**src/rtl/uart_pkg.sv**
```systemverilog
// uart_pkg: shared definitions for the UART receive path.
//   rx_state_t          receiver FSM states
//   UART_DATA_BITS      data bits per frame (8N1)
//   UART_RX_FIFO_DEPTH  receive buffer depth when UART_RX_FIFO_EN is defined
//   clamp_cpb()         applies the lower clamp to the software bit divisor
package uart_pkg;

  localparam int UART_DATA_BITS     = 8;
  localparam int UART_RX_FIFO_DEPTH = 4;

  typedef enum logic [2:0] {
    IDLE,
    START,
    DATA,
    STOP,
    BREAK
  } rx_state_t;

  function automatic logic [15:0] clamp_cpb(input logic [15:0] cpb,
                                            input logic [15:0] min_cpb);
    return (cpb < min_cpb) ? min_cpb : cpb;
  endfunction

endpackage

```
**src/rtl/uart_rx_fifo.sv**
```systemverilog
// uart_rx_fifo: small synchronous FIFO holding received bytes.
// Only instantiated when UART_RX_FIFO_EN is defined.
//   clk, rst  clock, synchronous active-high reset
//   push_i    write data_i (ignored when full unless a pop happens in the same cycle)
//   data_i    byte to write
//   pop_i     drop the head entry (ignored when empty)
//   data_o    head entry
//   full_o    all entries occupied
//   empty_o   no entries occupied
module uart_rx_fifo
  import uart_pkg::*;
(
  input  logic                      clk,
  input  logic                      rst,
  input  logic                      push_i,
  input  logic [UART_DATA_BITS-1:0] data_i,
  input  logic                      pop_i,
  output logic [UART_DATA_BITS-1:0] data_o,
  output logic                      full_o,
  output logic                      empty_o
);

  localparam int AW = $clog2(UART_RX_FIFO_DEPTH);

  logic [UART_DATA_BITS-1:0] mem_q [UART_RX_FIFO_DEPTH];
  logic [AW-1:0]             rd_ptr_q, wr_ptr_q;
  logic [AW:0]               count_q;
  logic                      do_push, do_pop;

  assign empty_o = (count_q == '0);
  assign full_o  = (count_q == (AW+1)'(UART_RX_FIFO_DEPTH));
  assign data_o  = mem_q[rd_ptr_q];

  // A pop frees the head slot in the same cycle, so a full FIFO can accept
  // a push alongside a pop.
  assign do_pop  = pop_i && !empty_o;
  assign do_push = push_i && (!full_o || do_pop);

  always_ff @(posedge clk) begin
    if (rst) begin
      // NOTE: the storage is reset as well because data_o is the raw head
      // entry and must read 0x00 after reset; at four bytes this is cheap.
      for (int i = 0; i < UART_RX_FIFO_DEPTH; i++) mem_q[i] <= '0;
      rd_ptr_q <= '0;
      wr_ptr_q <= '0;
      count_q  <= '0;
    end else begin
      if (do_push) begin
        mem_q[wr_ptr_q] <= data_i;
        wr_ptr_q        <= wr_ptr_q + AW'(1);
      end
      if (do_pop) rd_ptr_q <= rd_ptr_q + AW'(1);
      case ({do_push, do_pop})
        2'b10:   count_q <= count_q + (AW+1)'(1);
        2'b01:   count_q <= count_q - (AW+1)'(1);
        default: count_q <= count_q;
      endcase
    end
  end

endmodule

```
**src/rtl/uart_rx.sv**
```systemverilog
// uart_rx: 8N1 serial receiver feeding the UART register file.
// Build option: UART_RX_FIFO_EN selects a 4-entry receive FIFO; otherwise a
// single holding register buffers the received byte.
//   clk, rst      clock, synchronous active-high reset
//   rx            asynchronous serial input, idle high
//   clks_per_bit  software bit divisor, clamped to MIN_CLKS_PER_BIT, latched at start edge
//   rx_data       byte at the head of the buffer (valid while read_ready)
//   read_ready    buffer holds at least one byte
//   read_ack      one-cycle pulse popping the head byte
//   frame_error   sticky: stop bit sampled low
//   overrun       sticky: byte arrived while the buffer was full
//   err_clear     clears both sticky flags (a simultaneous set wins)
//   busy          a frame is in progress
module uart_rx
  import uart_pkg::*;
#(
  parameter int MIN_CLKS_PER_BIT = 4
) (
  input  logic                      clk,
  input  logic                      rst,
  input  logic                      rx,
  input  logic [15:0]               clks_per_bit,
  output logic [UART_DATA_BITS-1:0] rx_data,
  output logic                      read_ready,
  input  logic                      read_ack,
  output logic                      frame_error,
  output logic                      overrun,
  input  logic                      err_clear,
  output logic                      busy
);

  localparam int          IDXW     = $clog2(UART_DATA_BITS);
  localparam logic [15:0] MIN_CPB  = 16'(MIN_CLKS_PER_BIT);
  localparam logic [IDXW-1:0] LAST_BIT = IDXW'(UART_DATA_BITS - 1);

  // Two-flop synchroniser; both flops reset to the idle level.
  logic rx_meta_q, rx_s_q;

  always_ff @(posedge clk) begin
    if (rst) begin
      rx_meta_q <= 1'b1;
      rx_s_q    <= 1'b1;
    end else begin
      // NOTE: sequential state uses non-blocking assignments so every flop
      // samples the pre-edge value; here rx_s_q gets the old rx_meta_q.
      rx_meta_q <= rx;
      rx_s_q    <= rx_meta_q;
    end
  end

  rx_state_t                 state_q, state_d;
  logic [15:0]               cnt_q, cnt_d;
  logic [15:0]               cpb_q, cpb_d;
  logic [IDXW-1:0]           idx_q, idx_d;
  logic [UART_DATA_BITS-1:0] shift_q, shift_d;
  logic                      half_bit, bit_end;
  logic                      deliver, frame_err_set;

  assign half_bit = (cnt_q == (cpb_q >> 1));
  assign bit_end  = (cnt_q == (cpb_q - 16'd1));

  // State and datapath registers.
  always_ff @(posedge clk) begin
    if (rst) begin
      state_q <= IDLE;
      cnt_q   <= '0;
      cpb_q   <= MIN_CPB;
      idx_q   <= '0;
      shift_q <= '0;
    end else begin
      state_q <= state_d;
      cnt_q   <= cnt_d;
      cpb_q   <= cpb_d;
      idx_q   <= idx_d;
      shift_q <= shift_d;
    end
  end

  // Next state and datapath update.
  always_comb begin
    // NOTE: every variable gets a default first so no path leaves it
    // unassigned, which would otherwise infer a latch.
    state_d = state_q;
    cnt_d   = cnt_q + 16'd1;
    cpb_d   = cpb_q;
    idx_d   = idx_q;
    shift_d = shift_q;
    unique case (state_q)
      IDLE: begin
        cnt_d = '0;
        if (!rx_s_q) begin
          state_d = START;
          cpb_d   = clamp_cpb(clks_per_bit, MIN_CPB);
        end
      end
      START: begin
        if (half_bit) begin
          cnt_d   = '0;
          idx_d   = '0;
          // A start bit that is high again at mid-bit was a glitch.
          state_d = rx_s_q ? IDLE : DATA;
        end
      end
      DATA: begin
        if (bit_end) begin
          cnt_d   = '0;
          // LSB arrives first, so shifting right leaves bit [index] in place
          // once all bits are in.
          shift_d = {rx_s_q, shift_q[UART_DATA_BITS-1:1]};
          idx_d   = idx_q + IDXW'(1);
          if (idx_q == LAST_BIT) state_d = STOP;
        end
      end
      STOP: begin
        if (bit_end) begin
          cnt_d   = '0;
          state_d = rx_s_q ? IDLE : BREAK;
        end
      end
      BREAK: begin
        cnt_d = '0;
        if (rx_s_q) state_d = IDLE;
      end
      default: state_d = IDLE;
    endcase
  end

  // FSM outputs.
  always_comb begin
    busy          = (state_q != IDLE);
    deliver       = 1'b0;
    frame_err_set = 1'b0;
    if (state_q == STOP && bit_end) begin
      deliver       = rx_s_q;
      frame_err_set = !rx_s_q;
    end
  end

  // Receive buffer. A pop in the delivery cycle frees space first.
  logic pop, full, push_ok, overrun_set;

  assign pop         = read_ack && read_ready;
  assign push_ok     = deliver && (!full || pop);
  assign overrun_set = deliver && full && !pop;

`ifdef UART_RX_FIFO_EN
  logic fifo_empty;

  uart_rx_fifo u_fifo (
    .clk     (clk),
    .rst     (rst),
    .push_i  (push_ok),
    .data_i  (shift_q),
    .pop_i   (pop),
    .data_o  (rx_data),
    .full_o  (full),
    .empty_o (fifo_empty)
  );

  assign read_ready = !fifo_empty;
`else
  logic [UART_DATA_BITS-1:0] hold_q;
  logic                      valid_q;

  always_ff @(posedge clk) begin
    if (rst) begin
      hold_q  <= '0;
      valid_q <= 1'b0;
    end else if (push_ok) begin
      hold_q  <= shift_q;
      valid_q <= 1'b1;
    end else if (pop) begin
      valid_q <= 1'b0;
    end
  end

  assign full       = valid_q;
  assign read_ready = valid_q;
  assign rx_data    = hold_q;
`endif

  // Sticky status flags; a new error outranks a clear in the same cycle.
  always_ff @(posedge clk) begin
    if (rst) begin
      frame_error <= 1'b0;
      overrun     <= 1'b0;
    end else begin
      if (frame_err_set)  frame_error <= 1'b1;
      else if (err_clear) frame_error <= 1'b0;
      if (overrun_set)    overrun     <= 1'b1;
      else if (err_clear) overrun     <= 1'b0;
    end
  end

endmodule

```
**config.mk**
```make
export PLATFORM = sky130hd
export DESIGN_NAME = uart_rx
export DESIGN_NICKNAME = d
export VERILOG_FILES = /design/src/rtl/uart_pkg.sv /design/src/rtl/uart_rx_fifo.sv /design/src/rtl/uart_rx.sv
export SDC_FILE = /design/constraint.sdc
export NUM_CORES = 1
export LEC_CHECK = 0
export ABC_AREA = 1
export CELL_PAD_IN_SITES_DETAIL_PLACEMENT = 0
export CELL_PAD_IN_SITES_GLOBAL_PLACEMENT = 1
export CORE_ASPECT_RATIO = 1.1
export CORE_MARGIN = 4
export CORE_UTILIZATION = 37
export DETAILED_ROUTE_END_ITERATION = 6
export PLACE_DENSITY = 0.87
export SYNTH_ARGS = -nofsm -noshare
export SYNTH_HDL_FRONTEND = slang
export SYNTH_SLANG_ARGS = --single-unit
```
**constraint.sdc**
```tcl
create_clock -name clk -period 2.2 [get_ports clk]
set_input_delay 0.55 -clock clk [delete_from_list [all_inputs] [get_ports clk]]
set_output_delay 0.55 -clock clk [all_outputs]
set_load 0.05 [all_outputs]
```
==> results of run 1 <==
## critical path: stages, from the launching register on
cell,delay (ns)
dfxtp_4,0.38
inv_4,0.04
ha_4,0.23
xnor2_2,0.13
nor2_2,0.13
and3_1,0.16
nand4_1,0.09
nor2_2,0.19
buf_6,0.13
nand3_4,0.14
buf_4,0.18
a211oi_1,0.20
## state kept, by name (all words and copies together) (netlist names)
| register | count |
|---|---|
| idx_q | 3 |
| overrun | 1 |
| cpb_q | 16 |
| frame_error | 1 |
| shift_q | 8 |
| cnt_q | 16 |
| rx_data | 8 |
| state_q | 3 |
| read_ready | 1 |
| rx_s_q | 1 |
| rx_meta_q | 1 |
## cell usage after synthesis
cell / instances
buf_6: 1
nand4_1: 11
nor2_4: 3
nand3_4: 1
or2_2: 6
inv_1: 66
nand2_2: 10
nor3_1: 6
ha_1: 4
a21oi_1: 19
o221ai_1: 1
nand3_1: 36
nand3b_1: 3
nor3b_1: 2
dfxtp_1: 59
clkinv_2: 1
inv_2: 12
clkbuf_1: 8
clkinv_1: 2
nand3_2: 3
and3_1: 1
clkbuf_2: 1
nor2_2: 5
nand2_4: 3
xnor2_1: 10
a211oi_1: 12
o21ai_0: 20
nand2_1: 124
o21a_1: 1
xor2_1: 12
nand4_2: 8
nor2_8: 3
buf_2: 1
buf_4: 1
nor2_1: 82
nor4_1: 6
o21bai_1: 1
## final timing paths
kind,from,endpoint,slack [ns],cells past startpoint
max,cpb_q[1],shift_q[2],0.11,11
min reg2reg,rx_meta_q,rx_s_q,0.42,1
max reg2reg,cpb_q[1],shift_q[2],0.11,11
min,rx_meta_q,rx_s_q,0.42,1
## layer usage
layer  up-vias  global-route usage
met1      1653               0.232
met2        61               0.275
met5         -                   0
met3         9              0.0357
li1       1861                   -
met4         0              0.0420
## timing repair
action                                  in CTS  in global routing
setup buffers                                0                 11
endpoints found under the setup margin      22                 39
hold endpoints to repair                     0                  0
hold buffers                                 0                  0
pin swaps                                    0                 19
resized for setup                            1                 54
## kinds of logic after synthesis
logic type,count (synthesis)
AOI/OAI and AO/OA,54
buffers and inverters,93
xor gates and xnor gates,22
DFF,59
and+or+nand+nor,313
adders and majority gates,4
## power breakdown
part | leakage [nW] | internal [W] | total, W | switching (W)
Sequential | 0.481 | 0.00116 | 0.00127 | 0.000109
Clock | 0.114 | 0.000647 | 0.00112 | 0.000473
Combinational | 1.59 | 0.000671 | 0.00167 | 0.000998
## layout make-up
type | instances | area (sq um)
clock buffer | 9 | 124
clock inverter | 7 | 100
fill | 909 | 4770
inverter | 81 | 308
multi-input combinational | 393 | 2260
sequential | 59 | 1190
tap | 117 | 146
timing repair buffer | 65 | 586
## metrics by stage
stage / power, W / setup TNS [ns]
floorplan: 0.00236 / 0
global placement: 0.00276 / 0
detailed placement: 0.00278 / -0.154
CTS: 0.00390 / 0
global route: 0.00437 / -0.0897
finish: 0.00406 / 0
==> impl_metrics.json, run 1 <==
{
  "wl_met3_um": 337,
  "worst_slew_pin_slew_ns": 0.502,
  "dpl.cell_count": 704,
  "post_dp_cell_area_sq_um": 4220,
  "htree_levels": 3,
  "finalInstanceArea_sq_um": 4720,
  "crit_type": "reg2reg",
  "holdWs_ns": 0.422,
  "avgSynthCellArea_sq_um": 6.67,
  "hold_class": "reg2reg",
  "synth_adder_area_share": 0.0138,
  "grt_start_max_net_pins": 29,
  "dr_wl_met2_um": 4490,
  "fp.dieW_um": 103,
  "antenna_found_initial": 0,
  "cts_buffers": 9,
  "synth_area_leader_cell": "dfxtp_1",
  "drt-initial-drc-count": 228,
  "crit_fanout": 7,
  "coreArea_sq_um": 9490,
  "die-area_sq_um": 11500,
  "vias": 3584,
  "timing.final.crit_share": 0.949,
  "hpwlAfterDp_um": 7310,
  "final_common_cell": "nand2_1",
  "clock_path_buffers": 2,
  "synth_seq_cells": 59,
  "rows": 37,
  "postSynthCellCount": 545,
  "path_clk_slew_ns": 0.08,
  "critPathLaunchType": "flip-flop",
  "cp.required_ns": 2.45,
  "cap_violations": 0,
  "via_per_inst": 4.90,
  "synth_top_family_by_area": "simple AND/OR/NAND/NOR gates",
  "wl_um": 9360,
  "yosys.area_share.xor_xnor": 0.0530,
  "layout.cells.non_filler": 731,
  "cts_root_buffer": "clkbuf_8",
  "drcViolationCount": 0,
  "slew_violations": 0,
  "insertion_delay_ns": 0.34,
  "n_antenna_cell": 0,
  "io_pins": 33,
  "final_cell_mix": "nand2_1 (117), nor2_1 (71), inv_1 (64), dfxtp_1 (51), nand3_1 (33)",
  "wl_per_cell_um": 12.8,
  "p_per_area_nw_per_um2": 861,
  "top_layer": "met4",
  "drtPass1Iterations": 4,
  "postRouteAntennaNets": 0,
  "synthTopCellsByArea": "dfxtp_1 (32%), nand2_1 (13%), nor2_1 (8.5%)",
  "wl_met1_um": 4410,
  "grt_pass1_wl_um": 15900,
  "syn_nets": 570,
  "grt_use_total": 0.171,
  "crit_path_end_kind": "flip-flop",
  "synth_top_area_share": 0.325,
  "setup_viol": 0,
  "status": "completed",
  "die-height_um": 112,
  "synth-seq-area-share": 0.325,
  "ys_warn_count": 0,
  "hold_viol_final": 0,
  "setup_ws_ns": 0.113,
  "place_ws_ns": -0.0231,
  "utilization": 0.497,
  "synth-simple-area-share": 0.423,
  "first_global_vias": 3507,
  "muxShareOfSynthArea": 0,
  "cts_tree": "done",
  "fin_crit_ns": 2.09,
  "fin_nets": 634,
  "start_util": 0.383,
  "gp_congestion": 0.877,
  "io_buffers": 32,
  "area.growth.synth_to_final_pct": 29.8,
  "synth_cell_types": 37,
  "arrival_ns": 2.34,
  "finClkSkew_ns": 0.0107,
  "p_leak_nw": 2.19,
  "globalRouteOverflowTotal": 0,
  "vdd_drop_max_mv": 0.516,
  "synth-compound-area-share": 0.0850,
  "max_freq_mhz": 479,
  "max_slew_margin": 0.664,
  "layout-drive-gt1-share": 0.231,
  "netlist_area_sq_um": 3640,
  "cts_sinks": 59
}
(Power assumes the default switching activity.)
==> run 2, diff against run 1 <==
--- a/config.mk
+++ b/config.mk
@@ -11,8 +11,10 @@
 export CORE_ASPECT_RATIO = 1.1
 export CORE_MARGIN = 4
 export CORE_UTILIZATION = 37
+export CTS_CLUSTER_SIZE = 10
 export DETAILED_ROUTE_END_ITERATION = 6
 export PLACE_DENSITY = 0.87
+export SKIP_LAST_GASP = 1
 export SYNTH_ARGS = -nofsm -noshare
 export SYNTH_HDL_FRONTEND = slang
 export SYNTH_SLANG_ARGS = --single-unit
==> impl_metrics.json, run 2 (synthesized netlist as in run 1, its figures left out) <==
{
  "vias": 3582,
  "power_switching_w": 0.00158,
  "finClkSkew_ns": 0.0107,
  "cts_sinks": 59,
  "place_ws_ns": -0.0231,
  "fp.dieW_um": 103,
  "arrival_ns": 2.34,
  "grt_pass1_wl_um": 15900,
  "cts_buffers": 9,
  "insertion_delay_ns": 0.34,
  "vdd_drop_max_mv": 0.516,
  "cp.required_ns": 2.45,
  "ctsHoldBuffers": 0,
  "finalPower_w": 0.00406,
  "final_cell_mix": "nand2_1 (117), nor2_1 (71), inv_1 (64), dfxtp_1 (51), nand3_1 (33)",
  "wl_per_cell_um": 12.8,
  "cts_tree": "done",
  "start_util": 0.383,
  "n_antenna_cell": 0,
  "fin_crit_ns": 2.09,
  "cts_root_buffer": "clkbuf_8",
  "gp_congestion": 0.877,
  "slew_violations": 0,
  "rows": 37,
  "hold_class": "reg2reg",
  "postRouteAntennaNets": 0,
  "antenna_found_initial": 0,
  "crit_type": "reg2reg",
  "timing.final.crit_share": 0.949,
  "drtPass1Iterations": 4,
  "p_int_w": 0.00248,
  "area.growth.synth_to_final_pct": 29.6,
  "critPathLaunchType": "flip-flop",
  "grt_start_max_net_pins": 29,
  "nFillCells": 909,
  "status": "completed",
  "crit_fanout": 7,
  "hpwlAfterDp_um": 7310,
  "wl_um": 9360,
  "p_leak_nw": 2.19,
  "max_slew_margin": 0.664,
  "final_common_cell": "nand2_1",
  "coreArea_sq_um": 9490,
  "p_seq_frac": 0.313,
  "via_per_inst": 4.90,
  "first_global_vias": 3507,
  "max_freq_mhz": 479,
  "die-height_um": 112,
  "worst_slew_pin_slew_ns": 0.502,
  "path_clk_slew_ns": 0.08,
  "clock_path_buffers": 2,
  "globalRouteOverflowTotal": 0,
  "io_buffers": 32,
  "crit_path_end_kind": "flip-flop",
  "largestRegisters": "cnt_q x16, cpb_q x16",
  "htree_levels": 3,
  "multi_input_comb_area_sq_um": 2260,
  "drt-initial-drc-count": 231,
  "setup_viol": 0,
  "setup_ws_ns": 0.113,
  "fin_nets": 634,
  "io_pins": 33,
  "cap_violations": 0,
  "layout-drive-gt1-share": 0.230,
  "clkPwrFrac": 0.276,
  "regArea_sq_um": 1190,
  "hold_viol_final": 0,
  "swShare": 0.389,
  "grt_use_total": 0.171,
  "p_per_area_nw_per_um2": 862,
  "drcViolationCount": 0,
  "pwr-share-comb": 0.411,
  "die-area_sq_um": 11500,
  "rsz0062_at_grt": "yes"
}
## run 2: cell types whose count changed in the layout (fill, tap and decap cells not counted)
cell	before	now
xor2_1	10	11
xor2_2	2	1
## run 2: worst max-delay path: stages (launching register included)
cell and delay, ns:
dfxtp_4 0.38, inv_4 0.04, ha_4 0.23, xnor2_2 0.13, nor2_2 0.13, and3_1 0.16
nand4_1 0.09, nor2_2 0.19, buf_6 0.13, nand3_4 0.14, buf_4 0.18, a211oi_1 0.20
## run 2: routing by layer
layer,global-route usage,routed length (um)
met1,0.232,4420
met2,0.275,4490
met3,0.0357,337
met4,0.0420,114
met5,0,0
## run 2: path summary, 6_finish.rpt
| path | from | endpoint | slack (ns) | depth (start not counted) |
|---|---|---|---|---|
| min | rx_meta_q | rx_s_q | 0.42 | 1 |
| max | cpb_q[1] | shift_q[2] | 0.11 | 11 |
| min reg2reg | rx_meta_q | rx_s_q | 0.42 | 1 |
| max reg2reg | cpb_q[1] | shift_q[2] | 0.11 | 11 |
## run 2: metrics by stage
stage	TNS [ns]	hold WS, ns	std cells	cell area, sq um	util
after global routing	-0.115	0.439	731	4710	0.497
after floorplan	0	0.389	545	3640	-
after detailed placement	-0.154	0.405	704	4220	0.445
after global placement	0	0.402	704	4220	0.445
after CTS	0	0.425	720	4450	0.469
final	0	0.422	731	4710	0.497
## run 2: cell type report
class,count,area share
well taps,117,0.0311
repair buffers,65,0.124
multi-input cells,393,0.479
clock inverters,7,0.0212
flip-flops and latches,59,0.253
inverters,81,0.0653
clock buffers,9,0.0263
## run 2: repair_timing
item                                    4_1_cts  5_1_grt
buffers inserted                              0       11
pin swaps                                     0       19
resized for setup                             1       53
endpoints found under the setup margin       22       39
## run 2: power by group through the flow
stage / logic (W) / registers (W) / clock network, W
floorplan: 0.00110 / 0.00126 / 0
global placement: 0.00148 / 0.00128 / 0
detailed placement: 0.00150 / 0.00128 / 0
CTS: 0.00150 / 0.00126 / 0.00114
global route: 0.00188 / 0.00129 / 0.00120
finish: 0.00167 / 0.00127 / 0.00112
